[src/rtl/fx3_capture_sequencer_pkg.sv]
// ---------------------------------------------------------------------------
// fx3_capture_sequencer_pkg
// Shared definitions for the FX3 capture sequencer:
//   - seq_state_t   : 3-bit FSM state encoding, also exported on seqState
//   - DEFAULT_BURST_WORDS : default words per FX3 transfer
//   - write_window()      : states in which FIFO writes are permitted
// ---------------------------------------------------------------------------
package fx3_capture_sequencer_pkg;

   typedef enum logic [2:0] {
      ST_IDLE      = 3'd0,
      ST_FLUSH     = 3'd1,
      ST_WAIT_DATA = 3'd2,
      ST_READY     = 3'd3,
      ST_BURST     = 3'd4,
      ST_DRAIN     = 3'd5,
      ST_ERROR     = 3'd6
   } seq_state_t;

   localparam int DEFAULT_BURST_WORDS = 8192;

   // Samples are only kept while a session is live and no error is latched.
   function automatic logic write_window(input seq_state_t s);
      return (s inside {ST_WAIT_DATA, ST_READY, ST_BURST, ST_DRAIN});
   endfunction

endpackage

[src/rtl/fx3_capture_sequencer_burst_word_counter.sv]
// ---------------------------------------------------------------------------
// burst_word_counter
// Down-counter for the words remaining in a burst.
//   i_clk, i_rst_n : clock and synchronous active-low reset
//   i_load         : load i_load_value (has priority over decrement)
//   i_load_value   : value to load, normally BURST_WORDS-1
//   i_decrement    : count down by one, holds at zero
//   o_terminal     : count is zero (the current pop is the last one)
// ---------------------------------------------------------------------------
module burst_word_counter #(
   parameter int WIDTH = 13
) (
   input  logic             i_clk,
   input  logic             i_rst_n,
   input  logic             i_load,
   input  logic [WIDTH-1:0] i_load_value,
   input  logic             i_decrement,
   output logic             o_terminal
);

   logic [WIDTH-1:0] r_count;

   // NOTE: reset is sampled on the clock edge here (synchronous), so it sits
   // inside the clocked branch rather than in the sensitivity list.
   always_ff @(posedge i_clk) begin
      if (!i_rst_n) begin
         r_count <= '0;
      end else if (i_load) begin
         r_count <= i_load_value;
      end else if (i_decrement && (r_count != '0)) begin
         r_count <= r_count - 1'b1;
      end
   end

   assign o_terminal = (r_count == '0);

endmodule

[src/rtl/fx3_capture_sequencer.sv]
// ---------------------------------------------------------------------------
// fx3_capture_sequencer
// Sequences capture sessions between the FX3 GPIF handshake and the sample
// FIFO, all in the FX3 clock domain.
//   clock, nReset   : FX3 clock, synchronous active-low reset
//   collectData     : host capture enable (level)
//   readData        : FX3 read strobe, high for a whole burst
//   fifoLevel       : FIFO read-side fill level in words
//   fifoOverflow    : FIFO write overflow pulse
//   flushDone       : FIFO flush complete pulse
//   flushRequest    : clear FIFO contents
//   writeEnable     : permit FIFO writes
//   fifoReadEnable  : pop one word per cycle during a burst
//   dataAvailable   : a full burst is buffered
//   bufferError     : sticky overflow / aborted-burst flag
//   burstCount      : completed bursts, wraps
//   seqState        : current state encoding (debug)
// ---------------------------------------------------------------------------
module fx3_capture_sequencer
   import fx3_capture_sequencer_pkg::*;
#(
   parameter int BURST_WORDS = DEFAULT_BURST_WORDS,
   parameter int LEVEL_W     = 16,
   parameter int CNT_W       = 16
) (
   input  logic               clock,
   input  logic               nReset,
   input  logic               collectData,
   input  logic               readData,
   input  logic [LEVEL_W-1:0] fifoLevel,
   input  logic               fifoOverflow,
   input  logic               flushDone,
   output logic               flushRequest,
   output logic               writeEnable,
   output logic               fifoReadEnable,
   output logic               dataAvailable,
   output logic               bufferError,
   output logic [CNT_W-1:0]   burstCount,
   output logic [2:0]         seqState
);

   localparam int WC_W = $clog2(BURST_WORDS);

   seq_state_t       r_state;
   seq_state_t       w_next_state;
   logic             r_collect_prev;
   logic             r_flush_request;
   logic             r_write_enable;
   logic             r_data_available;
   logic             r_buffer_error;
   logic [CNT_W-1:0] r_burst_count;

   logic w_capture_start;
   logic w_overflow;
   logic w_terminal;
   logic w_burst_done;
   logic w_level_ok;
   logic w_load;

   assign w_capture_start = collectData & ~r_collect_prev;
   // r_write_enable mirrors the current state, so this masks overflow
   // pulses outside an active capture window.
   assign w_overflow      = fifoOverflow & r_write_enable;
   assign w_level_ok      = (fifoLevel >= LEVEL_W'(BURST_WORDS));
   assign w_burst_done    = (r_state == ST_BURST) & w_terminal;
   assign w_load          = (r_state == ST_READY) & (w_next_state == ST_BURST);

   burst_word_counter #(
      .WIDTH (WC_W)
   ) u_word_counter (
      .i_clk        (clock),
      .i_rst_n      (nReset),
      .i_load       (w_load),
      .i_load_value (WC_W'(BURST_WORDS - 1)),
      .i_decrement  (r_state == ST_BURST),
      .o_terminal   (w_terminal)
   );

   // NOTE: the default assignment first keeps every path driven, so no
   // latch is inferred for w_next_state.
   always_comb begin
      w_next_state = r_state;
      case (r_state)
         ST_IDLE:      if (w_capture_start) w_next_state = ST_FLUSH;
         ST_FLUSH:     if (!collectData)    w_next_state = ST_IDLE;
                       else if (flushDone)  w_next_state = ST_WAIT_DATA;
         ST_WAIT_DATA: if (!collectData)    w_next_state = ST_IDLE;
                       else if (w_level_ok) w_next_state = ST_READY;
         ST_READY:     if (readData)        w_next_state = ST_BURST;
                       else if (!collectData) w_next_state = ST_IDLE;
         // The terminal pop completes the burst even if readData is already
         // low; collectData is deliberately ignored here.
         ST_BURST:     if (w_terminal)      w_next_state = ST_DRAIN;
                       else if (!readData)  w_next_state = ST_ERROR;
         ST_DRAIN:     if (!readData)
                          w_next_state = collectData ? ST_WAIT_DATA : ST_IDLE;
         ST_ERROR:     if (!collectData)    w_next_state = ST_IDLE;
         default:                           w_next_state = ST_IDLE;
      endcase
      // Overflow beats every other transition, including DRAIN.
      if (w_overflow) w_next_state = ST_ERROR;
   end

   // Outputs are decoded from the next state so they are registered yet
   // line up with seqState in the same cycle.
   // NOTE: non-blocking assignments throughout, so every register samples
   // the pre-edge values regardless of statement order.
   always_ff @(posedge clock) begin
      if (!nReset) begin
         r_state          <= ST_IDLE;
         r_collect_prev   <= 1'b0;
         r_flush_request  <= 1'b0;
         r_write_enable   <= 1'b0;
         r_data_available <= 1'b0;
         r_buffer_error   <= 1'b0;
         r_burst_count    <= '0;
      end else begin
         r_state          <= w_next_state;
         r_collect_prev   <= collectData;
         r_flush_request  <= (w_next_state == ST_FLUSH);
         r_write_enable   <= write_window(w_next_state);
         r_data_available <= (w_next_state == ST_READY);
         if ((r_state == ST_IDLE) && w_capture_start) begin
            r_buffer_error <= 1'b0;
            r_burst_count  <= '0;
         end else begin
            if (w_next_state == ST_ERROR) r_buffer_error <= 1'b1;
            if (w_burst_done)             r_burst_count  <= r_burst_count + 1'b1;
         end
      end
   end

   assign flushRequest   = r_flush_request;
   assign writeEnable    = r_write_enable;
   assign dataAvailable  = r_data_available;
   assign bufferError    = r_buffer_error;
   assign burstCount     = r_burst_count;
   assign seqState       = r_state;
   assign fifoReadEnable = (r_state == ST_BURST);

endmodule

[config.mk]
export PLATFORM = sky130hd
export DESIGN_NAME = fx3_capture_sequencer
export DESIGN_NICKNAME = d
export VERILOG_FILES = /design/src/rtl/fx3_capture_sequencer_pkg.sv /design/src/rtl/fx3_capture_sequencer_burst_word_counter.sv /design/src/rtl/fx3_capture_sequencer.sv
export SDC_FILE = /design/constraint.sdc
export NUM_CORES = 1
export LEC_CHECK = 0
export ABC_AREA = 1
export CELL_PAD_IN_SITES_DETAIL_PLACEMENT = 1
export CELL_PAD_IN_SITES_GLOBAL_PLACEMENT = 1
export CORE_MARGIN = 2
export CORE_UTILIZATION = 38
export DETAILED_ROUTE_END_ITERATION = 6
export PLACE_DENSITY = 0.91
export SYNTH_ARGS = -nofsm -noshare
export SYNTH_HDL_FRONTEND = slang
export SYNTH_HIERARCHICAL = 1
export SYNTH_SLANG_ARGS = --single-unit
[constraint.sdc]
create_clock -name clock -period 5.75 [get_ports clock]
set_input_delay 1.15 -clock clock [delete_from_list [all_inputs] [get_ports clock]]
set_output_delay 1.15 -clock clock [all_outputs]
set_load 0.02 [all_outputs]
# Yosys cells after proc, flatten, opt, wreduce, memory -nomap -nowiden
# Index checks and enable logic that the tools add are counted.
[totals]
in_bits = 22
word_cells = 52
output_inout_bits = 24
ff_bits = 37
[classes]
n_bitwise = 6
order_cmp = 1
n_mux = 15
reduce_logical = 8
add_sub_neg = 2
n_eq_ne = 12
[ops]
columns = ["op", "n"]
rows = [
  ["2-to-1 mux 3 bit", 11],
  ["2-to-1 mux 13 bit", 2],
  ["one-hot mux 3 bit (7 select lines)", 1],
  ["== test 3 bit (second input constant)", 6],
  ["adder 16 x 1 -> 16 bit (second input constant)", 1],
  [">= comparator 16 x 14 -> 1 bit (second input constant)", 1],
  ["zero test 13 bit", 1],
  ["nonzero test 13 bit", 1],
  ["subtractor 13 x 1 -> 13 bit (second input constant)", 1],
  ["== test 3 x 2 -> 1 bit (second input constant)", 4],
  ["== test 3 x 1 -> 1 bit (second input constant)", 2],
  ["AND 1 bit", 4],
  ["nonzero test 4 bit", 1],
  ["zero test 3 bit", 1],
  ["logical AND 1 bit", 2],
  ["2-to-1 mux 2 bit", 1],
  ["inverter 1 bit", 2],
  ["nonzero test 2 bit", 1],
  ["OR reduction 2 bit", 1],
]

# Depth between registers and ports, before layout
# Gate-level depths: netlist of run 1.
[logic_depth]
ltp_word = 8
mapped_depth = 15
ltp_nobuf = 14

# By module
# Netlist of run 1, hierarchy kept.
[modules_own_cells]
columns = ["mod", "n_inst", "cells_each", "area_per_inst_um2", "seq_area_each_um2"]
rows = [
  ["fx3_capture_sequencer", 1, 216, 1387.6, 480.5],
  ["burst_word_counter", 1, 155, 953.4, 260.2],
]

# Least setup slack after synthesis of run 1
# OpenSTA, ideal clock, no wires.
[synth_path]
path_kind = "input to register"
from = "input port flushDone"
to = "register u_word_counter.r_count[10]"
required_ps = 5633
path_slack_ps = 3197
setup_time_ps = 117
n_path_buf = 1
arrival_ps = 2436
stages = 11
cell_sequence = "a21oi_1 o21ai_1 nand3_2 nand3_1 nor3_1 inv_1 buf_2 nand3_1 nand2_1 nor2_1 nor2_1"
[synth_between]
elab_chain_len = 7
elab_cells_between_ends = 8
cone_classes = "eq/ne (1); mux (5); bitwise (1); reduce/logical (1)"
[synth_rtl]
columns = ["element", "line", "text"]
rows = [
  ["from (decl)", "fx3_capture_sequencer.sv:32", "input logic flushDone,"],
  ["2-to-1 mux 3 bit (*)", "fx3_capture_sequencer.sv:86", "else if (flushDone) w_next_state = ST_WAIT_DATA;"],
  ["2-to-1 mux 3 bit (*)", "fx3_capture_sequencer.sv:85", "ST_FLUSH: if (!collectData) w_next_state = ST_IDLE;"],
  ["one-hot mux 3 bit (7 select lines) (*)", "fx3_capture_sequencer.sv:83", "case (r_state)"],
  ["2-to-1 mux 3 bit (*)", "fx3_capture_sequencer.sv:101", "if (w_overflow) w_next_state = ST_ERROR;"],
  ["== test 3 bit (*)", "fx3_capture_sequencer.sv:66", "assign w_load = (r_state == ST_READY) & (w_next_state == ST_BURST);"],
  ["AND 1 bit (*)", "fx3_capture_sequencer.sv:66", ""],
  ["via w_load", "fx3_capture_sequencer.sv:58", "logic w_load;"],
  ["2-to-1 mux 13 bit or nonzero test 2 bit (tied branches)", "n/a", ""],
  ["to (signal assigned)", "fx3_capture_sequencer_burst_word_counter.sv:29", "r_count <= i_load_value;"],
  ["to (signal assigned)", "fx3_capture_sequencer_burst_word_counter.sv:31", "r_count <= r_count - 1'b1;"],
  ["to (decl)", "fx3_capture_sequencer_burst_word_counter.sv:21", "logic [WIDTH-1:0] r_count;"],
]
# The timed path passes the listed nets; every way through them passes the cells marked *.
# A chain may end at the register's enable or synchronous reset.

# Worst setup path after layout of run 1
[layout_path]
from = "input port collectData"
to = "register u_word_counter.r_count[11]"
[layout_between]
elab_chain_len = 7
elab_cells_between_ends = 14
cone_classes = "eq/ne (1); mux (10); bitwise (2); reduce/logical (1)"
[layout_rtl]
columns = ["element", "line", "text"]
rows = [
  ["from (decl)", "fx3_capture_sequencer.sv:28", "input logic collectData,"],
  ["2-to-1 mux 3 bit, or another cell as far along", "fx3_capture_sequencer.sv:90, fx3_capture_sequencer.sv:97", ""],
  ["2-to-1 mux 3 bit, on equally long branches", "fx3_capture_sequencer.sv:89, fx3_capture_sequencer.sv:84, fx3_capture_sequencer.sv:95", ""],
  ["one-hot mux 3 bit (7 select lines) (*)", "fx3_capture_sequencer.sv:83", ""],
  ["2-to-1 mux 3 bit (*)", "fx3_capture_sequencer.sv:101", ""],
  ["== test 3 bit (*)", "fx3_capture_sequencer.sv:66", ""],
  ["AND 1 bit (*)", "fx3_capture_sequencer.sv:66", ""],
  ["via w_load", "fx3_capture_sequencer.sv:58", ""],
  ["2-to-1 mux 13 bit or nonzero test 2 bit (tied branches)", "n/a", ""],
]
# Marks and branches as above.

==> qor.txt, run 1 <==
count of cell types in the netlist - 34
crit-path cells - clkdlybuf4s50_1, inv_1, a21oi_1, nand3_2, nand3_1, nor3_1, buf_4, inv_1, nand3_1, a21oi_1, nor2_1, nor2_1
startpoint types - primary input
Total GRT Usage - 20.0%
worst-path maximum fanout - 14
fin worst setup slack - 2560 ps
CTS clock-pin slew for the worst setup and hold paths - 70 ps
DP Wirelength - 4770 microns
cell accounting for the most synthesized area - dfxtp_1
Iteration-0 DRC Markers - 53
Psw - 197 uW
cell area after technology mapping - 2340 sq um
period utilization - 55.4%
Post-route DRC - 0
Buf+Inv Stages, Crit Path - 4
clock share of power - 29.3%
Final Instance Area - 2850 sq um
gr ovfl total - 0
Antenna diodes - 0
H-tree Lvls - 2
Slew Limit Fails - 0
Clock Path Buffers - 2
post-cts sizing count - 0
FF-to-FF Start - u_word_counter/r_count[4]
Max Cap Viol - 0
largest net degree at the start of global routing - 15
Slowest-stage cell, CP - clkdlybuf4s50_1
Final setup violation count - 0
first-pass GRT wire length - 10700 microns
clk_skew - 8.86 ps
reg2reg end - u_word_counter/r_count[7]
Vias per Instance - 5.03
fmax - 314 MHz
WL/cell - 12.7 microns
family with the most delay on the worst path - buffers and inverters
share of cells above drive strength 1 - 9.79%
internal cell power - 408 uW
drt pass-1 iters - 4
largest family of logic cells by synthesized area - simple AND/OR/NAND/NOR gates
initial core utilization - 39.5%
Layout area overhead - 21.5%
share of power burned in registers - 46.5%
R2R depth - 15
# hold bufs at CTS - 0
PortBufs - 32
reg2reg setup slack - 2700 ps
Final min period - 3190 ps
switching fraction of total power - 32.5%
Syn Area/Cell - 6.31 sq um
combinational power share - 24.3%
Core Util, Final - 48.1%
Mapped Cells - 371
core region area - 5920 sq um
Post-Synth XOR/XNOR Area - 1.87%
final antenna-violating net count - 0
Worst setup endpoint - u_word_counter/r_count[11]
pre-CTS setup slack - 2290 ps
outcome - completed
CP Data Required Time - 5970 ps
Top Ports - 46
Stages on worst setup path - 12
Routability Congestion - 0.791
Die Ht - 82.5 microns
later-pin clock latency in the skew report - 290 ps
critical path type - primary input to flip-flop
Adder-Cell Fraction of Synth Area - 1.60%
mux contribution to synthesized area - 0%
initial antenna violation count - 0
PwrDens - 212 nW/um^2
post-CTS setup buffers - 0
Max rail drop VDD - 0.000132 V
min-delay src - bufferError
FF+latch count, synth - 37
Seq/Total Area, Yosys - 31.6%
CP Capture Type - flip-flop
placed insts - 486
placement-stage cell area - 2770 sq um
Vias - 2484
number of global-route vias before repair - 2411
Die Wd - 82.5 microns
Pwr Total - 605 uW
YS warnings - 6
Crit path largest cell delay - 480 ps
Die ar. - 6800 sq um
nets@finish - 443
Worst Setup SP - collectData
Static Leak - 1.20 nW
Non-Filler Instances - 494
data arrival time of the worst path - 3400 ps
Root Driver - clkbuf_8
WHS - 464 ps
Synth area leaders - dfxtp_1 (32%), nand2_1 (16%), nor2_1 (8.5%)
post-synthesis simple-gate area fraction - 43.2%
post-synth top area share - 31.6%
Total Neg Setup Slack - 0 ps
Hold Vio Cnt, Final - 0
RSZ-0062 raised after global routing - false
TritonCTS buffer count - 5
CTS tree - done
Num Clock Sinks - 37
Core Rows - 28
worst hold path type - flip-flop to flip-flop
compound-gate portion of the synthesized area - 12.3%
Detailed Route WL - 6270 microns
==> per-layer routing <==
metal,global-route usage (%),part of all wire (%),vias up
li1,-,-,1263
met1,24.7,46,1176
met2,35.6,50,36
met3,3.15,2.7,9
met4,6.23,1.4,0
met5,0,0,-
==> flip-flops by register name (all words and copies together), names as in the netlist <==
name / count
burstCount: 16
u_word_counter/r_count: 13
seqState: 3
bufferError: 1
dataAvailable: 1
flushRequest: 1
r_collect_prev: 1
writeEnable: 1
==> how the worst min path moves through the flow <==
stage | end | slack [ps] | cells after the start
floorplan | u_word_counter/r_count[0] | 450 | 2
global placement | bufferError | 440 | 2
detailed placement | bufferError | 460 | 2
CTS | bufferError | 470 | 2
global route | bufferError | 480 | 2
finish | bufferError | 460 | 2
==> layout make-up <==
cell class	instances	area [sq um]
clock buffers	8	80.1
fillers	818	3080
inverters	45	173
multi-input cells	296	1430
flip-flops and latches	37	741
well taps	75	93.8
repair buffers	33	328
==> cell usage after synthesis (all sizes together) <==
| library cell | number |
|---|---|
| a21oi | 30 |
| and3 | 2 |
| buf | 4 |
| clkbuf | 1 |
| clkinv | 2 |
| conb | 1 |
| dfxtp | 37 |
| ha | 3 |
| inv | 43 |
| nand2 | 109 |
| nand3 | 29 |
| nand3b | 2 |
| nand4 | 8 |
| nor2 | 65 |
| nor3 | 5 |
| nor4b | 1 |
| o21ai | 20 |
| o21bai | 2 |
| or2 | 2 |
| xnor2 | 3 |
| xor2 | 2 |
==> tightest hold or removal path, cell delays in order (launching register included) <==
cell	delay [ps]
dfxtp_1	320
inv_1	50
a21oi_1	50
==> cell families (layout without fill, tap and decap cells) <==
logic type / count (synthesis) / count (layout)
simple gates: 223 / 223
flops: 37 / 37
fa+ha+maj: 3 / 3
xor+xnor: 5 / 5
compound gates: 52 / 52
other cells: 1 / 13
buf+inv: 50 / 86
==> layout by cell type (no fill, tap or decap), types with 7 or more instances in the layout <==
| cell type | count |
|---|---|
| inv_1 | 41 |
| clkdlybuf4s50_1 | 32 |
| nor2_2 | 10 |
| conb_1 | 13 |
| nor2_1 | 53 |
| o21ai_0 | 12 |
| a21oi_1 | 27 |
| nand3_1 | 27 |
| nand2_2 | 7 |
| nand2_1 | 99 |
| dfxtp_1 | 37 |
| nand4_1 | 8 |
==> power by group through the flow <==
stage          combinational [mW]  clock (mW)  sequential [mW]
4_1_cts                     0.149       0.185            0.281
3_3_place_gp                0.142           0            0.286
6_report                    0.147       0.177            0.281
5_1_grt                     0.166       0.194            0.282
3_5_place_dp                0.147           0            0.287
2_1_floorplan              0.0886           0            0.296
Note: power is estimated with default switching activity, not from simulation.
==> run 2: changes to the inputs <==
--- a/config.mk
+++ b/config.mk
@@ -9,9 +9,9 @@
 export CELL_PAD_IN_SITES_DETAIL_PLACEMENT = 1
 export CELL_PAD_IN_SITES_GLOBAL_PLACEMENT = 1
 export CORE_MARGIN = 2
-export CORE_UTILIZATION = 38
+export CORE_UTILIZATION = 36
 export DETAILED_ROUTE_END_ITERATION = 6
-export PLACE_DENSITY = 0.91
+export PLACE_DENSITY = 0.87
 export SYNTH_ARGS = -nofsm -noshare
 export SYNTH_HDL_FRONTEND = slang
 export SYNTH_HIERARCHICAL = 1
==> constraint.sdc (replaced) <==
create_clock -name clock -period 3 [get_ports clock]
set_input_delay 0.6 -clock clock [delete_from_list [all_inputs] [get_ports clock]]
set_output_delay 0.6 -clock clock [all_outputs]
set_load 0.02 [all_outputs]
==> run 2 against run 1 <==
First-iteration DRC count rose by 83%. Clock power rose by 120%. Non-clock buffer count rose by 1. Clock-buffer cell count fell by 1. Wire length rose by 8.6%. Hold slack improved by 7.7 ps. Sequential power rose by 91%. Sequential share of layout area fell by 0.34 points. Critical path type is now flip-flop to flip-flop. Highest routed layer unchanged.
==> qor.txt, run 2 (synthesis results as in run 1) <==
outcome - completed
CP Capture Type - flip-flop
Max rail drop VDD - 0.000288 V (+120%)
RSZ-0062 raised after global routing - false
share of cells above drive strength 1 - 11.2% (+1.4 points)
M2 GR Usage - 35.9% (+0.22 points)
reg2reg setup slack - 230 ps (-2470 ps)
Clock Path Buffers - 2 (unchanged)
WL/cell - 13.7 microns (+7.9%)
period utilization - 92.4%
most common cell after layout, fill and taps aside - nand2_1
Core Rows - 29 (+3.6%)
Pwr Total - 1.22 mW (+100%)
busiest grt layer - met2
TritonCTS buffer count - 5 (unchanged)
min-delay src - bufferError
Slew Limit Fails - 0 (unchanged)
core region area - 6310 sq um (+6.6%)
worst-path maximum fanout - 14 (unchanged)
Static Leak - 1.22 nW (+1.9%)
Num Clock Sinks - 37 (unchanged)
Vias per Instance - 5.13 (+2.1%)
Root Driver - clkbuf_8
worst hold path type - flip-flop to flip-flop
Hold Vio Cnt, Final - 0 (unchanged)
data arrival time of the worst path - 2950 ps (-450 ps)
Non-Filler Instances - 497 (+0.61%)
Die Ht - 84.6 microns (+2.6%)
PwrDens - 424 nW/um^2 (+100%)
Largest register FFs - 16 (unchanged)
Final min period - 2770 ps
DP Wirelength - 5080 microns (+6.6%)
Die Wd - 84.6 microns (+2.6%)
Core Util, Final - 45.7% (-2.4 points)
CTS tree - done
startpoint types - flip-flop
Hold Path Depth - 2 (unchanged)
initial core utilization - 37.1% (-2.5 points)
hold endpoint - bufferError
reg2reg end - u_word_counter/r_count[7]
commonest cells after routing, fill and taps aside - nand2_1 (99), nor2_1 (53), inv_1 (40)
fmax - 361 MHz
CTS clock-pin slew for the worst setup and hold paths - 80 ps (about the same)
R2R depth - 14 (-1)
Max Cap Viol - 0 (unchanged)
PortBufs - 32 (unchanged)
critical path type - flip-flop to flip-flop
Top Ports - 46 (unchanged)
drt pass-1 iters - 4 (unchanged)
nets@finish - 444 (+0.23%)
clk_skew - 8.95 ps (+0.0906 ps)
later-pin clock latency in the skew report - 290 ps (about the same)
Iteration-0 DRC Markers - 97 (+83%)
gr ovfl total - 0 (unchanged)
Vias - 2551 (+2.7%)
first-pass GRT wire length - 11500 microns (+8.2%)
Post-route DRC - 0 (unchanged)
Detailed Route WL - 6810 microns (+8.6%)
Antenna diodes - 0 (unchanged)
final antenna-violating net count - 0 (unchanged)
Final setup violation count - 0 (unchanged)
WHS - 472 ps (+7.66 ps)
Total GRT Usage - 19.6% (-0.46 points)
H-tree Lvls - 2 (unchanged)
met3 Use GR - 3.83% (+0.68 points)
Die ar. - 7160 sq um (+5.3%)
FF-to-FF Start - u_word_counter/r_count[2]
CP Data Required Time - 3180 ps (-2790 ps)
number of global-route vias before repair - 2621 (+8.7%)
placed insts - 489 (+0.62%)
GR Layer Usage met1 - 22.7% (-2.0 points)
largest net degree at the start of global routing - 15 (unchanged)
initial antenna violation count - 0 (unchanged)
Total Neg Setup Slack - 0 ps (unchanged)
Routability Congestion - 0.837 (+5.9%)
Layout area overhead - 23.1%
==> run 2: layer usage <==
| metal | part of all wire [%] | up-vias |
|---|---|---|
| met4 | 0.81 | 0 |
| met3 | 3.1 | 6 |
| met5 | 0 | - |
| li1 | - | 1269 |
| met2 | 51 | 43 |
| met1 | 45 | 1233 |
==> run 2: how the worst max path moves through the flow <==
stage / from / to / slack [ps] / cells after the start
finish: u_word_counter/r_count[2] / u_word_counter/r_count[7] / 230 / 14
global route: u_word_counter/r_count[2] / u_word_counter/r_count[7] / 70 / 14
CTS: u_word_counter/r_count[4] / u_word_counter/r_count[7] / 70 / 14
detailed placement: u_word_counter/r_count[4] / u_word_counter/r_count[7] / 100 / 14
global placement: u_word_counter/r_count[4] / u_word_counter/r_count[1] / 190 / 14
floorplan: u_word_counter/r_count[2] / u_word_counter/r_count[10] / 540 / 15
==> run 2: cell type report <==
cell class / instances / area, sq um
sequential: 37 / 741
clock buffer: 7 / 96.3
timing repair buffer: 34 / 335
inverter: 45 / 173
fill: 875 / 3430
tap: 77 / 96.3
clock inverter: 1 / 5.00
multi-input combinational: 296 / 1440
==> run 2: timing repair <==
item,4_1_cts,5_1_grt
setup endpoints to repair,0,11
buffers inserted,0,0
resized for setup,0,2
hold buffers,0,0
==> run 2: stage by stage <==
stage / cell area [sq um] / worst slack, ps
2_1_floorplan: 2390 / 536
3_3_place_gp: 2780 / 189
3_5_place_dp: 2780 / 105
4_1_cts: 2880 / 71.2
5_1_grt: 2880 / 70.9
6_report: 2880 / 229
==> run 2: report_power, final <==
group | leakage, nW | internal [mW] | total [mW] | switching, mW
clock | 0.0542 | 0.208 | 0.394 | 0.186
combinational | 0.871 | 0.105 | 0.290 | 0.185
sequential | 0.299 | 0.513 | 0.538 | 0.0258
total | 1.22 | 0.826 | 1.22 | 0.396
==> run 2: worst max-delay path, cell delays in order (launching register included) <==
cell and delay, ps:
dfxtp_1 370, nor2_2 200, nand2_1 120, nor4b_2 370
inv_1 140, nor2_1 120, o21ai_1 80, nand3_2 120
nand3_1 120, nor3_1 280, inv_2 200, nand3_1 260
nor2_1 90, nor2_1 130, nor2_1 50
